$ cat src/rtl/game_sequencer.sv
// Game-flow controller for the flappy-bird design: frame strobe, physics reset,
// pause/death/game-over timing, flap request latching and session high score.
module game_sequencer #(
  parameter int unsigned READY_FRAMES = 60,
  parameter int unsigned DYING_FRAMES = 30,
  parameter int unsigned OVER_FRAMES  = 240,
  parameter int unsigned BLINK_FRAMES = 16
) (
  input  logic       clk,
  input  logic       rst_n,
  input  logic       vsync_i,
  input  logic       btn_start_i,
  input  logic       btn_flap_i,
  input  logic       collision_i,
  input  logic [7:0] score_i,
  output logic       frame_tick_o,
  output logic       flap_req_o,
  output logic       game_rst_o,
  output logic [2:0] state_o,
  output logic [7:0] hi_score_o,
  output logic       new_record_o,
  output logic       blink_o
);

  typedef enum logic [2:0] {
    ST_ATTRACT = 3'd0,
    ST_READY   = 3'd1,
    ST_PLAY    = 3'd2,
    ST_PAUSE   = 3'd3,
    ST_DYING   = 3'd4,
    ST_OVER    = 3'd5
  } state_e;

  localparam logic [7:0] READY_CNT = 8'(READY_FRAMES);
  localparam logic [7:0] DYING_CNT = 8'(DYING_FRAMES);
  localparam logic [7:0] OVER_CNT  = 8'(OVER_FRAMES);
  localparam logic [8:0] BLINK_LIM = 9'(BLINK_FRAMES);

  state_e     state_q, state_d;
  logic [7:0] cnt_q, cnt_d;
  logic [7:0] blink_cnt_q, blink_cnt_d;
  logic [7:0] hi_score_q, hi_score_d;
  logic       vsync_q, start_q, flap_q;
  logic       frame_tick_q, frame_tick_d;
  logic       flap_req_q, flap_req_d;
  logic       game_rst_q, game_rst_d;
  logic       new_record_q, new_record_d;
  logic       blink_q, blink_d;
  logic       frame_edge, start_edge, flap_edge;
  logic       in_game, blink_state;
  logic [8:0] blink_inc;

  assign frame_edge = vsync_i & ~vsync_q;
  assign start_edge = btn_start_i & ~start_q;
  assign flap_edge  = btn_flap_i & ~flap_q;

  always_comb begin
    state_d      = state_q;
    cnt_d        = cnt_q;
    frame_tick_d = 1'b0;
    hi_score_d   = hi_score_q;
    new_record_d = new_record_q;
    case (state_q)
      ST_ATTRACT: begin
        if (start_edge) begin
          state_d      = ST_READY;
          cnt_d        = READY_CNT;
          new_record_d = 1'b0;
        end
      end
      ST_READY: begin
        if (flap_edge) begin
          state_d = ST_PLAY;
        end else if (frame_edge) begin
          if (cnt_q == 8'd0) state_d = ST_PLAY;
          else               cnt_d   = cnt_q - 8'd1;
        end
      end
      ST_PLAY: begin
        // Collision is only meaningful once physics has settled a frame.
        if (frame_edge && collision_i) begin
          state_d = ST_DYING;
          cnt_d   = DYING_CNT;
          if (score_i > hi_score_q) begin
            hi_score_d   = score_i;
            new_record_d = 1'b1;
          end
        end else if (start_edge) begin
          state_d = ST_PAUSE;
        end else if (frame_edge) begin
          frame_tick_d = 1'b1;
        end
      end
      ST_PAUSE: begin
        if (start_edge) state_d = ST_PLAY;
      end
      ST_DYING: begin
        if (frame_edge) begin
          if (cnt_q == 8'd0) begin
            state_d = ST_OVER;
            cnt_d   = OVER_CNT;
          end else begin
            cnt_d = cnt_q - 8'd1;
          end
        end
      end
      ST_OVER: begin
        if (start_edge) begin
          state_d      = ST_READY;
          cnt_d        = READY_CNT;
          new_record_d = 1'b0;
        end else if (frame_edge) begin
          if (cnt_q == 8'd0) state_d = ST_ATTRACT;
          else               cnt_d   = cnt_q - 8'd1;
        end
      end
      default: state_d = ST_ATTRACT;
    endcase

    // A new press wins over the tick that consumes the previous one.
    in_game    = (state_q == ST_READY) || (state_q == ST_PLAY);
    flap_req_d = in_game & ((flap_req_q & ~frame_tick_q) | flap_edge);

    blink_state = (state_q == ST_ATTRACT) || (state_q == ST_OVER);
    blink_inc   = {1'b0, blink_cnt_q} + 9'd1;
    blink_d     = blink_q;
    blink_cnt_d = blink_cnt_q;
    if (!blink_state) begin
      blink_d     = 1'b0;
      blink_cnt_d = 8'd0;
    end else if (frame_edge) begin
      if (blink_inc >= BLINK_LIM) begin
        blink_d     = ~blink_q;
        blink_cnt_d = 8'd0;
      end else begin
        blink_cnt_d = blink_inc[7:0];
      end
    end

    game_rst_d = (state_d == ST_ATTRACT) || (state_d == ST_READY);
  end

  always_ff @(posedge clk) begin
    if (!rst_n) begin
      state_q      <= ST_ATTRACT;
      cnt_q        <= 8'd0;
      blink_cnt_q  <= 8'd0;
      hi_score_q   <= 8'd0;
      vsync_q      <= 1'b0;
      start_q      <= 1'b0;
      flap_q       <= 1'b0;
      frame_tick_q <= 1'b0;
      flap_req_q   <= 1'b0;
      game_rst_q   <= 1'b1;
      new_record_q <= 1'b0;
      blink_q      <= 1'b0;
    end else begin
      state_q      <= state_d;
      cnt_q        <= cnt_d;
      blink_cnt_q  <= blink_cnt_d;
      hi_score_q   <= hi_score_d;
      vsync_q      <= vsync_i;
      start_q      <= btn_start_i;
      flap_q       <= btn_flap_i;
      frame_tick_q <= frame_tick_d;
      flap_req_q   <= flap_req_d;
      game_rst_q   <= game_rst_d;
      new_record_q <= new_record_d;
      blink_q      <= blink_d;
    end
  end

  assign frame_tick_o = frame_tick_q;
  assign flap_req_o   = flap_req_q;
  assign game_rst_o   = game_rst_q;
  assign state_o      = state_q;
  assign hi_score_o   = hi_score_q;
  assign new_record_o = new_record_q;
  assign blink_o      = blink_q;

endmodule
$ cat config.mk
export PLATFORM = sky130hd
export DESIGN_NAME = game_sequencer
export DESIGN_NICKNAME = d
export VERILOG_FILES = /design/src/rtl/game_sequencer.sv
export SDC_FILE = /design/constraint.sdc
export NUM_CORES = 1
export LEC_CHECK = 0
export ABC_AREA = 1
export CORE_UTILIZATION = 55
export CTS_CLUSTER_SIZE = 24
export DETAILED_ROUTE_END_ITERATION = 8
export PLACE_DENSITY = 0.76
export SETUP_SLACK_MARGIN = 0.05
export SLEW_MARGIN = 20
export SYNTH_ARGS = -nofsm -noshare
export SYNTH_HDL_FRONTEND = slang
export SYNTH_SLANG_ARGS = --single-unit
$ cat constraint.sdc
create_clock -name clk -period 1.95 [get_ports clk]
set_input_delay 0.39 -clock clk [delete_from_list [all_inputs] [get_ports clk]]
set_output_delay 0.39 -clock clk [all_outputs]
set_load 0.005 [all_outputs]
==> results.sh <==
export IMPL_hold_path_endpoint="blink_cnt_q[6]$_SDFFE_PN0N_"
export IMPL_worst_r2r_path_depth=11
export IMPL_outcome="complete, no violations"
export IMPL_synth_warning_count=0
export IMPL_avgSynthCellArea_sq_um=6.58
export IMPL_p_leak_uw=0.00132
export IMPL_rr_endpoint="hi_score_o[7]$_SDFFE_PN0P_"
export IMPL_place_gp_congestion=0.907
export IMPL_insertion_delay_ps=280
export IMPL_worst_hold_path_num_cells=2
export IMPL_synth_fp_nets=374
export IMPL_ctsHtreeMaxLevel=2
export IMPL_fin_tns_setup_ps=0
export IMPL_std_cell_rows=23
export IMPL_overflow=0
export IMPL_synthTopCellsByCount="nand2_1 (95), inv_1 (45), nand3_1 (36), nor2_1 (36), dfxtp_1 (35)"
export IMPL_synth_seq_area_share=0.307
export IMPL_timing_fmax_ghz=0.551
export IMPL_synth_cell_type_count=33
export IMPL_dp_slack_ps=-196
export IMPL_grt_max_degree=15
export IMPL_globalRouteMet1Util=0.343
export IMPL_clkSinkCount=35
export IMPL_hold_viol=0
export IMPL_maxCapViolations=0
export IMPL_grt_pass1_vias=2140
export IMPL_synth_edff_count=0
export IMPL_start_kind="input pin"
export IMPL_grt_total_usage=0.281
export IMPL_path_max_fanout=8
export IMPL_clock_path_buffers=2
export IMPL_routedWlPerCell_um=12.5
export IMPL_finalPower_uw=1920
export IMPL_fp_coreArea_sq_um=4000
export IMPL_postCtsSetupBuffers=0
export IMPL_cts_root_buffer="clkbuf_8"
export IMPL_fin_area_sq_um=2910
export IMPL_relSlewSlack=0.768
export IMPL_initial_core_util=0.571
export IMPL_rsz0062_at_grt="no"
export IMPL_cts_tree="yes"
export IMPL_drt_first_iter_violations=161
export IMPL_drt_first_pass_iters=5
export IMPL_irDropWorstVdd_mv=0.445
export IMPL_netlist_instances=347
export IMPL_antenna_found_initial=0
export IMPL_worst_ep_required_time_ps=2170
export IMPL_fin_crit_sh=0.930
export IMPL_synth_top_area_cell="dfxtp_1"
export IMPL_fp_dieW_um=66.4
export IMPL_clkTransAtPathRegs_ps=70
export IMPL_ys_flop_type="dfxtp_1"
export IMPL_fp_dieH_um=66.4
export IMPL_cts_buffers_inserted=5
export IMPL_slew_viol_final=0
export IMPL_layout_min_cycle_time_ps=1810
export IMPL_fin_skew_ps=5.14
export IMPL_postRouteAntennaNets=0
export IMPL_cp_arrival_ps=2030
export IMPL_grt_pass1_wl_um=9430
export IMPL_placed_area_sq_um=2780
export IMPL_hold_class="flip-flop to flip-flop"
export IMPL_dp_hpwl_um=4270
export IMPL_vias=2358
export IMPL_fin_ws_ps=137
export IMPL_drc=0
export IMPL_grt_busiest_layer="met2"
export IMPL_die_area_sq_um=4410
export IMPL_avgViaCountPerCell=5.22
export IMPL_io_buffer_count=29
export IMPL_critPathCaptureType="flip-flop"
export IMPL_areaGrowthSynthToFinish_pct=27.4
export IMPL_r2r_start="hi_score_o[1]$_SDFFE_PN0P_"
export IMPL_grt_met2_usage=0.490
export IMPL_regToRegSetupSlack_ps=250
export IMPL_yosysMostFrequentCell="nand2_1"
export IMPL_async_flop_share=0
export IMPL_worstMarginPinSlew_ps=346
export IMPL_powerDensity_nw_per_um2=661
export IMPL_synth_top_area_frac=0.307
export IMPL_synthTopCellsByArea="dfxtp_1 (31%), nand2_1 (16%), nand3_1 (7.9%), inv_1 (7.4%), ha_1 (7.1%)"
export IMPL_synth_seq_cells=35
export IMPL_hp_start="blink_cnt_q[6]$_SDFFE_PN0N_"
export IMPL_layout_drive_gt1_share=0.149
export IMPL_worstSetupPathType="input pin to flip-flop"
export IMPL_n_antenna_cell=0
export IMPL_met3_usage=0.0552
export IMPL_setup_viol_count_final=0
export IMPL_synthesis_area_sq_um=2280
export IMPL_nets=428
export IMPL_io_pins=30
export IMPL_wl_um=5640
-- final cells by class --
class | instances | area, sq um
Inverter | 49 | 186
Tap cell | 50 | 62.6
Clock inverter | 1 | 5.00
Clock buffer | 7 | 76.3
Timing Repair Buffer | 51 | 467
Multi-Input combinational cell | 259 | 1410
Fill cell | 337 | 1090
Sequential cell | 35 | 701
-- where the power goes --
part           switching, uW  internal, uW  total [uW]
registers               42.9           752         795
clock network            257           251         508
logic                    364           254         618
total                    664          1260        1920
-- stage by stage --
| step | std cells | utilization | hold WS, ps |
|---|---|---|---|
| detailed placement | 444 | 0.696 | 439 |
| global route | 452 | 0.727 | 469 |
| finish | 452 | 0.727 | 447 |
| global placement | 444 | 0.696 | 434 |
| floorplan | 347 | - | 425 |
| CTS | 452 | 0.716 | 448 |
-- metal layers --
| layer | share of wire | wire (um) |
|---|---|---|
| met3 | 0.069 | 388 |
| met1 | 0.44 | 2500 |
| met2 | 0.47 | 2630 |
| met5 | 0 | 0 |
| met4 | 0.020 | 112 |
-- how the worst max path moves through the flow --
stage                     cells past startpoint                    endpoint  slack, ps        from
after detailed placement                      9  hi_score_o[7]$_SDFFE_PN0P_       -200  score_i[7]
after global routing                          9  hi_score_o[3]$_SDFFE_PN0P_         20  score_i[7]
after global placement                        9  hi_score_o[7]$_SDFFE_PN0P_       -110  score_i[7]
final                                        11  hi_score_o[7]$_SDFFE_PN0P_        140  score_i[0]
after floorplan                              10  hi_score_o[0]$_SDFFE_PN0P_        250  score_i[1]
after CTS                                     9  hi_score_o[7]$_SDFFE_PN0P_        100  score_i[7]
-- cell families (layout without fill, tap and decap cells) --
group,Yosys count,after routing,synth area share
and+or+nand+nor,201,201,0.417
buffers and inverters,53,108,0.0894
AOI/OAI and AO/OA,42,42,0.104
DFF,35,35,0.307
adders and majority gates,13,13,0.0713
xor gates and xnor gates,3,3,0.0115
-- cell usage in the layout, fill, tap and decap left out, types with 7 or more instances in the layout --
cell type | netlist | routed
nand4_1 | 7 | 7
clkdlybuf4s50_1 | 0 | 26
nor2_1 | 36 | 34
a21oi_1 | 24 | 24
buf_4 | 0 | 21
inv_1 | 45 | 45
nand2_1 | 95 | 94
nand3_1 | 36 | 36
ha_1 | 13 | 11
o21ai_0 | 10 | 10
dfxtp_1 | 35 | 35
-- worst max-delay path, stage by stage --
cell and delay (ps):
clkdlybuf4s50_1 500, inv_1 50, ha_1 180, o21bai_1 130, nand2_1 60, nand2_1 70
nand2_1 80, a21boi_2 190, buf_6 150, nand3_1 70, a21oi_1 150
-- registers in the layout (all words and copies together), names as in the netlist --
| register | flops |
|---|---|
| blink_cnt_q | 8 |
| cnt_q | 8 |
| hi_score_o | 8 |
| state_o | 3 |
| blink_o | 1 |
| flap_q | 1 |
| flap_req_o | 1 |
| frame_tick_o | 1 |
| game_rst_o | 1 |
| new_record_o | 1 |
| start_q | 1 |
| vsync_q | 1 |
-- what timing repair did --
| action | 4_1_cts | 5_1_grt |
|---|---|---|
| hold buffers | 0 | 0 |
| setup endpoints to repair | 0 | 9 |
| resized for setup | 0 | 9 |
Note: power is estimated with default switching activity, not from simulation.
